==> config.mk <==
export PLATFORM = sky130hd
export DESIGN_NAME = egg_timer_core
export DESIGN_NICKNAME = d
export VERILOG_FILES = /design/src/rtl/egg_timer_core.sv
export SDC_FILE = /design/constraint.sdc
export NUM_CORES = 1
export LEC_CHECK = 0
export BUFFER_PORTS_ARGS = -buffer_cell sky130_fd_sc_hd__buf_4
export CAP_MARGIN = 20
export CORE_ASPECT_RATIO = 1.4
export CORE_UTILIZATION = 50
export CTS_CLUSTER_DIAMETER = 200
export CTS_CLUSTER_SIZE = 16
export DETAILED_ROUTE_END_ITERATION = 7
export PLACE_DENSITY = 0.7
export SETUP_SLACK_MARGIN = 0.2
export SKIP_CTS_REPAIR_TIMING = 1
export SYNTH_ARGS = -nofsm -noshare
export SYNTH_HDL_FRONTEND = slang
export SYNTH_SLANG_ARGS = --single-unit
==> constraint.sdc <==
create_clock -name clk_5MHz -period 8.8 [get_ports clk_5MHz]
set_input_delay 1.76 -clock clk_5MHz [delete_from_list [all_inputs] [get_ports clk_5MHz]]
set_output_delay 1.76 -clock clk_5MHz [all_outputs]
set_load 0.01 [all_outputs]
==> src/rtl/egg_timer_core.sv <==
// Countdown controller for an mm:ss egg timer: BCD setpoint entry, 1 Hz countdown,
// and a timed, blinking alarm at 00:00.
module egg_timer_core #(
    parameter int MAX_MIN    = 99,
    parameter int ALARM_SECS = 10,
    parameter int BLINK_DIV  = 250
) (
    input  logic       clk_5MHz,
    input  logic       reset_n,
    input  logic       pulse_1Hz,
    input  logic       pulse_500Hz,
    input  logic       btn_start,
    input  logic       btn_min_inc,
    input  logic       btn_sec_inc,
    input  logic       btn_clear,
    output logic [3:0] min_tens,
    output logic [3:0] min_ones,
    output logic [3:0] sec_tens,
    output logic [3:0] sec_ones,
    output logic       running,
    output logic       alarm,
    output logic       alarm_blink,
    output logic [1:0] state
);

    typedef enum logic [1:0] {
        IDLE  = 2'b00,
        RUN   = 2'b01,
        PAUSE = 2'b10,
        ALARM = 2'b11
    } state_t;

    localparam int ACW = $clog2(ALARM_SECS + 1);
    localparam int BCW = (BLINK_DIV > 1) ? $clog2(BLINK_DIV) : 1;
    localparam logic [3:0]     MAX_TENS   = 4'(MAX_MIN / 10);
    localparam logic [3:0]     MAX_ONES   = 4'(MAX_MIN % 10);
    localparam logic [ACW-1:0] ALARM_LAST = ACW'(ALARM_SECS - 1);
    localparam logic [BCW-1:0] BLINK_LAST = BCW'(BLINK_DIV - 1);

    state_t         state_q, state_d;
    logic [3:0]     min_tens_d, min_ones_d, sec_tens_d, sec_ones_d;
    logic [3:0]     dec_mt, dec_mo, dec_st, dec_so;
    logic           dec_zero, time_zero;
    logic [ACW-1:0] alarm_cnt, alarm_cnt_d;
    logic [BCW-1:0] blink_cnt, blink_cnt_d;
    logic           blink_phase, blink_phase_d;

    assign state       = state_q;
    assign running     = (state_q == RUN);
    assign alarm       = (state_q == ALARM);
    assign alarm_blink = alarm & blink_phase;
    assign time_zero   = (min_tens == 4'd0) && (min_ones == 4'd0) &&
                         (sec_tens == 4'd0) && (sec_ones == 4'd0);

    // One-second BCD decrement with borrow rippling from seconds up into minutes
    always_comb begin
        dec_mt = min_tens;
        dec_mo = min_ones;
        dec_st = sec_tens;
        dec_so = sec_ones;
        if (sec_ones != 4'd0) begin
            dec_so = sec_ones - 4'd1;
        end else if (sec_tens != 4'd0) begin
            dec_st = sec_tens - 4'd1;
            dec_so = 4'd9;
        end else if (min_ones != 4'd0) begin
            dec_mo = min_ones - 4'd1;
            dec_st = 4'd5;
            dec_so = 4'd9;
        end else if (min_tens != 4'd0) begin
            dec_mt = min_tens - 4'd1;
            dec_mo = 4'd9;
            dec_st = 4'd5;
            dec_so = 4'd9;
        end
        dec_zero = (dec_mt == 4'd0) && (dec_mo == 4'd0) &&
                   (dec_st == 4'd0) && (dec_so == 4'd0);
    end

    always_comb begin
        state_d       = state_q;
        min_tens_d    = min_tens;
        min_ones_d    = min_ones;
        sec_tens_d    = sec_tens;
        sec_ones_d    = sec_ones;
        alarm_cnt_d   = alarm_cnt;
        blink_cnt_d   = blink_cnt;
        blink_phase_d = blink_phase;

        case (state_q)
            IDLE: begin
                if (btn_clear) begin
                    {min_tens_d, min_ones_d, sec_tens_d, sec_ones_d} = 16'h0000;
                end else if (btn_start) begin
                    if (!time_zero) state_d = RUN;
                end else begin
                    if (btn_min_inc) begin
                        if (min_tens == MAX_TENS && min_ones == MAX_ONES) begin
                            min_tens_d = 4'd0;
                            min_ones_d = 4'd0;
                        end else if (min_ones == 4'd9) begin
                            min_tens_d = min_tens + 4'd1;
                            min_ones_d = 4'd0;
                        end else begin
                            min_ones_d = min_ones + 4'd1;
                        end
                    end
                    if (btn_sec_inc) begin
                        if (sec_tens == 4'd5 && sec_ones == 4'd9) begin
                            sec_tens_d = 4'd0;
                            sec_ones_d = 4'd0;
                        end else if (sec_ones == 4'd9) begin
                            sec_tens_d = sec_tens + 4'd1;
                            sec_ones_d = 4'd0;
                        end else begin
                            sec_ones_d = sec_ones + 4'd1;
                        end
                    end
                end
            end
            RUN: begin
                if (btn_clear) begin
                    state_d = IDLE;
                    {min_tens_d, min_ones_d, sec_tens_d, sec_ones_d} = 16'h0000;
                end else if (btn_start) begin
                    state_d = PAUSE;
                end else if (pulse_1Hz) begin
                    {min_tens_d, min_ones_d, sec_tens_d, sec_ones_d} = {dec_mt, dec_mo, dec_st, dec_so};
                    if (dec_zero) begin
                        state_d     = ALARM;
                        alarm_cnt_d = '0;
                    end
                end
            end
            PAUSE: begin
                if (btn_clear) begin
                    state_d = IDLE;
                    {min_tens_d, min_ones_d, sec_tens_d, sec_ones_d} = 16'h0000;
                end else if (btn_start) begin
                    state_d = RUN;
                end
            end
            ALARM: begin
                if (btn_clear || btn_start) begin
                    state_d     = IDLE;
                    alarm_cnt_d = '0;
                end else if (pulse_1Hz) begin
                    if (alarm_cnt == ALARM_LAST) begin
                        state_d     = IDLE;
                        alarm_cnt_d = '0;
                    end else begin
                        alarm_cnt_d = alarm_cnt + 1'b1;
                    end
                end
            end
            default: state_d = IDLE;
        endcase

        // Blink phase starts high on alarm entry so the display lights immediately
        if (state_d == ALARM && state_q != ALARM) begin
            blink_cnt_d   = '0;
            blink_phase_d = 1'b1;
        end else if (state_d != ALARM) begin
            blink_cnt_d   = '0;
            blink_phase_d = 1'b0;
        end else if (pulse_500Hz) begin
            if (blink_cnt == BLINK_LAST) begin
                blink_cnt_d   = '0;
                blink_phase_d = ~blink_phase;
            end else begin
                blink_cnt_d = blink_cnt + 1'b1;
            end
        end
    end

    always_ff @(posedge clk_5MHz or negedge reset_n) begin
        if (!reset_n) begin
            state_q     <= IDLE;
            min_tens    <= 4'd0;
            min_ones    <= 4'd0;
            sec_tens    <= 4'd0;
            sec_ones    <= 4'd0;
            alarm_cnt   <= '0;
            blink_cnt   <= '0;
            blink_phase <= 1'b0;
        end else begin
            state_q     <= state_d;
            min_tens    <= min_tens_d;
            min_ones    <= min_ones_d;
            sec_tens    <= sec_tens_d;
            sec_ones    <= sec_ones_d;
            alarm_cnt   <= alarm_cnt_d;
            blink_cnt   <= blink_cnt_d;
            blink_phase <= blink_phase_d;
        end
    end

endmodule

==> summary.txt <==
STA
  – Setup violators final: 0
  – Slew of the pin with the lowest slew margin: 948 ps
  – Max Transition Viols Final: 0
  – Hold Violations, Final: 0
  – Relative slew slack: 36.6%
  – Final worst-path cycle share: between 40 and 50%
  – RSZ-0062 raised after global routing: no
  – Setup_tns: 0 ps
  – FMAX: between 0.2 and 0.3 GHz
  – Min Tclk post-route: 3720 ps
  – Worst Skew: 8.42 ps

Detailed routing
  – DR vias/cell: 6.29
  – DRT iter0 DRCs: 195
  – Pre-antenna DRT Iters: 8
  – Drt wl/cell: 16.3 µm
  – Drt total wl: 7240 µm
  – Via count: 2791
  – ANT nets after route: 0
  – Drc violations: 0

Setup path
  – Worst path slowest cell: nor3b_1
  – Crit Path Class: flop to flop
  – Worst path most repeated cell: mux2i_1
  – Buf+Inv Stages, Crit Path: 1
  – CP top delay family: simple AND/OR/NAND/NOR gates
  – Setup crit start kind: flop
  – Largest stage delay, worst path: about 790 ps
  – CP required: 9020 ps
  – Maximum fanout along the worst path: 10
  – Worst path cell trace: inv_1 > ha_1 > nor3b_1 > and4_1 > mux2i_1 > nand4_1 > nor4_1 > or2_2 > mux2i_1
  – Critical Path End Type: flop
  – Worst Path Arrival: 3940 ps

Die
  – Ports: 29
  – Core ar.: 0.00528 mm²
  – Die height: between 90 and 100 µm
  – Die area: roughly 0.0059 mm²
  – Row cnt: 31
  – Die X: 65.3 µm
  – Starting Density: 53.2%

Final layout
  – Layout Cells excl Fill: 444
  – Area growth from synthesis to layout: 12.2%
  – Antenna diode count: 0
  – Number of fill cells: slightly above 500
  – Post-layout nets: 407
  – Share of post-route cells with drive strength above 1: 12.7%
  – Design area: 0.00315 mm²

Yosys
  – Number of distinct library cells after synthesis: 59
  – Post-synthesis sequential area ratio: 27.6%
  – Synth Cell Area: about 0.0028 mm²
  – Number of synthesis warnings: 0
  – Cells after synthesis: around 360
  – Post-synthesis register bit count: 31
  – Avg Cell Area, Syn: 7.85 µm²
  – Area leader, netlist: dfrtp_1
  – Most instantiated cells after synthesis: 36 x nand2_1, 31 x dfrtp_1, 30 x nor2_1
  – Most frequent cell after synthesis: nand2_1
  – Post-synthesis async set-or-reset flop share: 100%
  – Synth Flop Type: dfrtp_1
  – Synth top area share: 27.6%
  – Syn nets: between 300 and 400
  – Post-synth EDFFs: 0
  – Synth area leaders: dfrtp_1 28%, ha_1 9.8%, nand2_1 4.8%, a21oi_1 4.3%, nor2_1 4.0%

Power and ir drop
  – Leakage power: 1.36 nW
  – Sequential power share: 22.0%
  – P_sw: between 0.0005 and 0.0006 W
  – Clock share of power: between 10% and 20%
  – VDD IR max: 0.244 mV
  – Gate power share: 64.0%
  – Switching Fraction: 50.3%
  – Cell Pwr Density: 345 mW/mm²
  – Internal power: 0.000540 W

CTS
  – Worst skew pair latency: 290 ps
  – CTS buffer count: 5
  – CTS tree: done
  – Clk slew on worst S/H paths: 80 ps
  – Clock sink total: 31
  – Clock root buffer: clkbuf_8
  – H-tree levels: 2
  – Clk buf depth: 2

Placed design
  – Placer Congestion: 0.860
  – PortBufs: 28
  – Placed inst area: ~0.003 mm²
  – Post-detail-place hpwl: 5250 µm
  – Cell Count Post-Placement: around 430

Global routing
  – Grt ovf: 0
  – Pin count of the biggest net entering global routing: 32
  – Initial antenna violation count: 0
  – First-pass GRT wire length: between 10000 and 15000 µm
  – All-Layer GR Usage: 25.6%
  – Vias in the first global route: 2620

Min path
  – HP Class: flop to flop

Status
  – Status: finished, final reports clean

Job
  – MaxCap Viol Count: 0
==> area by class of cell <==
type | instances | area, µm² | area share [%]
Tap cell | 66 | 82.6 | 2.62
Sequential cell | 31 | 776 | 24.6
Multi-Input combinational cell | 284 | 1860 | 59.1
Clock inverter | 2 | 35.0 | 1.11
Clock buffer | 6 | 82.6 | 2.62
Inverter | 25 | 93.8 | 2.98
Timing Repair Buffer | 30 | 220 | 6.99
==> flip-flops by register name, indices dropped and copies added, names as in the netlist <==
name / count
min_ones: 4
blink_phase: 1
state: 2
min_tens: 4
alarm_cnt: 4
sec_ones: 4
blink_cnt: 8
sec_tens: 4
==> worst paths after layout <==
check,startpoint,end,slack [ps],cells after the start
setup / recovery,min_ones[0],alarm_cnt[1],5080,9
hold reg to reg,alarm_cnt[2],alarm_cnt[2],540,1
hold / removal,alarm_cnt[2],alarm_cnt[2],540,1
max in group asynchronous,reset_n,min_ones[3],7110,1
setup reg to reg,min_ones[0],alarm_cnt[1],5080,9
min in group asynchronous,reset_n,sec_tens[0],1400,1
==> cell families after synthesis <==
kind of cell,Yosys count,synth area share (%)
AOI/OAI and AO/OA,105,25.0
xor gates and xnor gates,3,0.936
adders and majority gates,22,9.80
buffers and inverters,43,6.10
DFF,31,27.6
muxes,9,3.25
and+or+nand+nor,145,27.3
==> power by group through the flow <==
stage / logic [W] / registers [W] / clock network (W)
after floorplan: 0.000519 / 0.000225 / 0
after global placement: 0.000669 / 0.000238 / 0
after detailed placement: 0.000675 / 0.000240 / 0
after CTS: 0.000680 / 0.000237 / 0.000156
after global routing: 0.000765 / 0.000245 / 0.000162
final: 0.000696 / 0.000239 / 0.000152
==> stage by stage <==
stage	util [%]	worst slack, ps	power (W)	hold WS, ps
2_1_floorplan	-	5370	0.000744	478
3_3_place_gp	57.3	5100	0.000907	507
3_5_place_dp	57.3	5030	0.000915	531
4_1_cts	59.6	4970	0.00107	549
5_1_grt	59.7	4800	0.00117	579
6_report	59.7	5080	0.00109	544
==> layout by cell type, fill, tap and decap left out, types with 7 or more instances in the layout <==
| cell type | netlist | final |
|---|---|---|
| mux2i_1 | 8 | 8 |
| inv_1 | 25 | 25 |
| nand3_1 | 10 | 10 |
| a21oi_1 | 24 | 24 |
| o21ai_0 | 16 | 16 |
| nand2b_1 | 9 | 9 |
| nand2_1 | 36 | 36 |
| a211oi_1 | 7 | 7 |
| o22ai_1 | 8 | 8 |
| ha_1 | 22 | 22 |
| nand4_1 | 9 | 9 |
| buf_4 | 0 | 28 |
| nor2_1 | 30 | 30 |
| dfrtp_1 | 31 | 31 |
| nor4_1 | 10 | 10 |
| nor3_1 | 11 | 11 |
| a31oi_1 | 8 | 8 |
==> layer usage <==
metal	up-vias	wire, µm	part of all wire, %	GRT usage [%]
li1	1368	-	-	-
met1	1313	3090	43	29.9
met2	83	3620	50	43.7
met3	27	290	4.0	4.67
met4	0	239	3.3	12.7
met5	-	0	0	0
No activity file was read; power rests on OpenSTA's default activity.
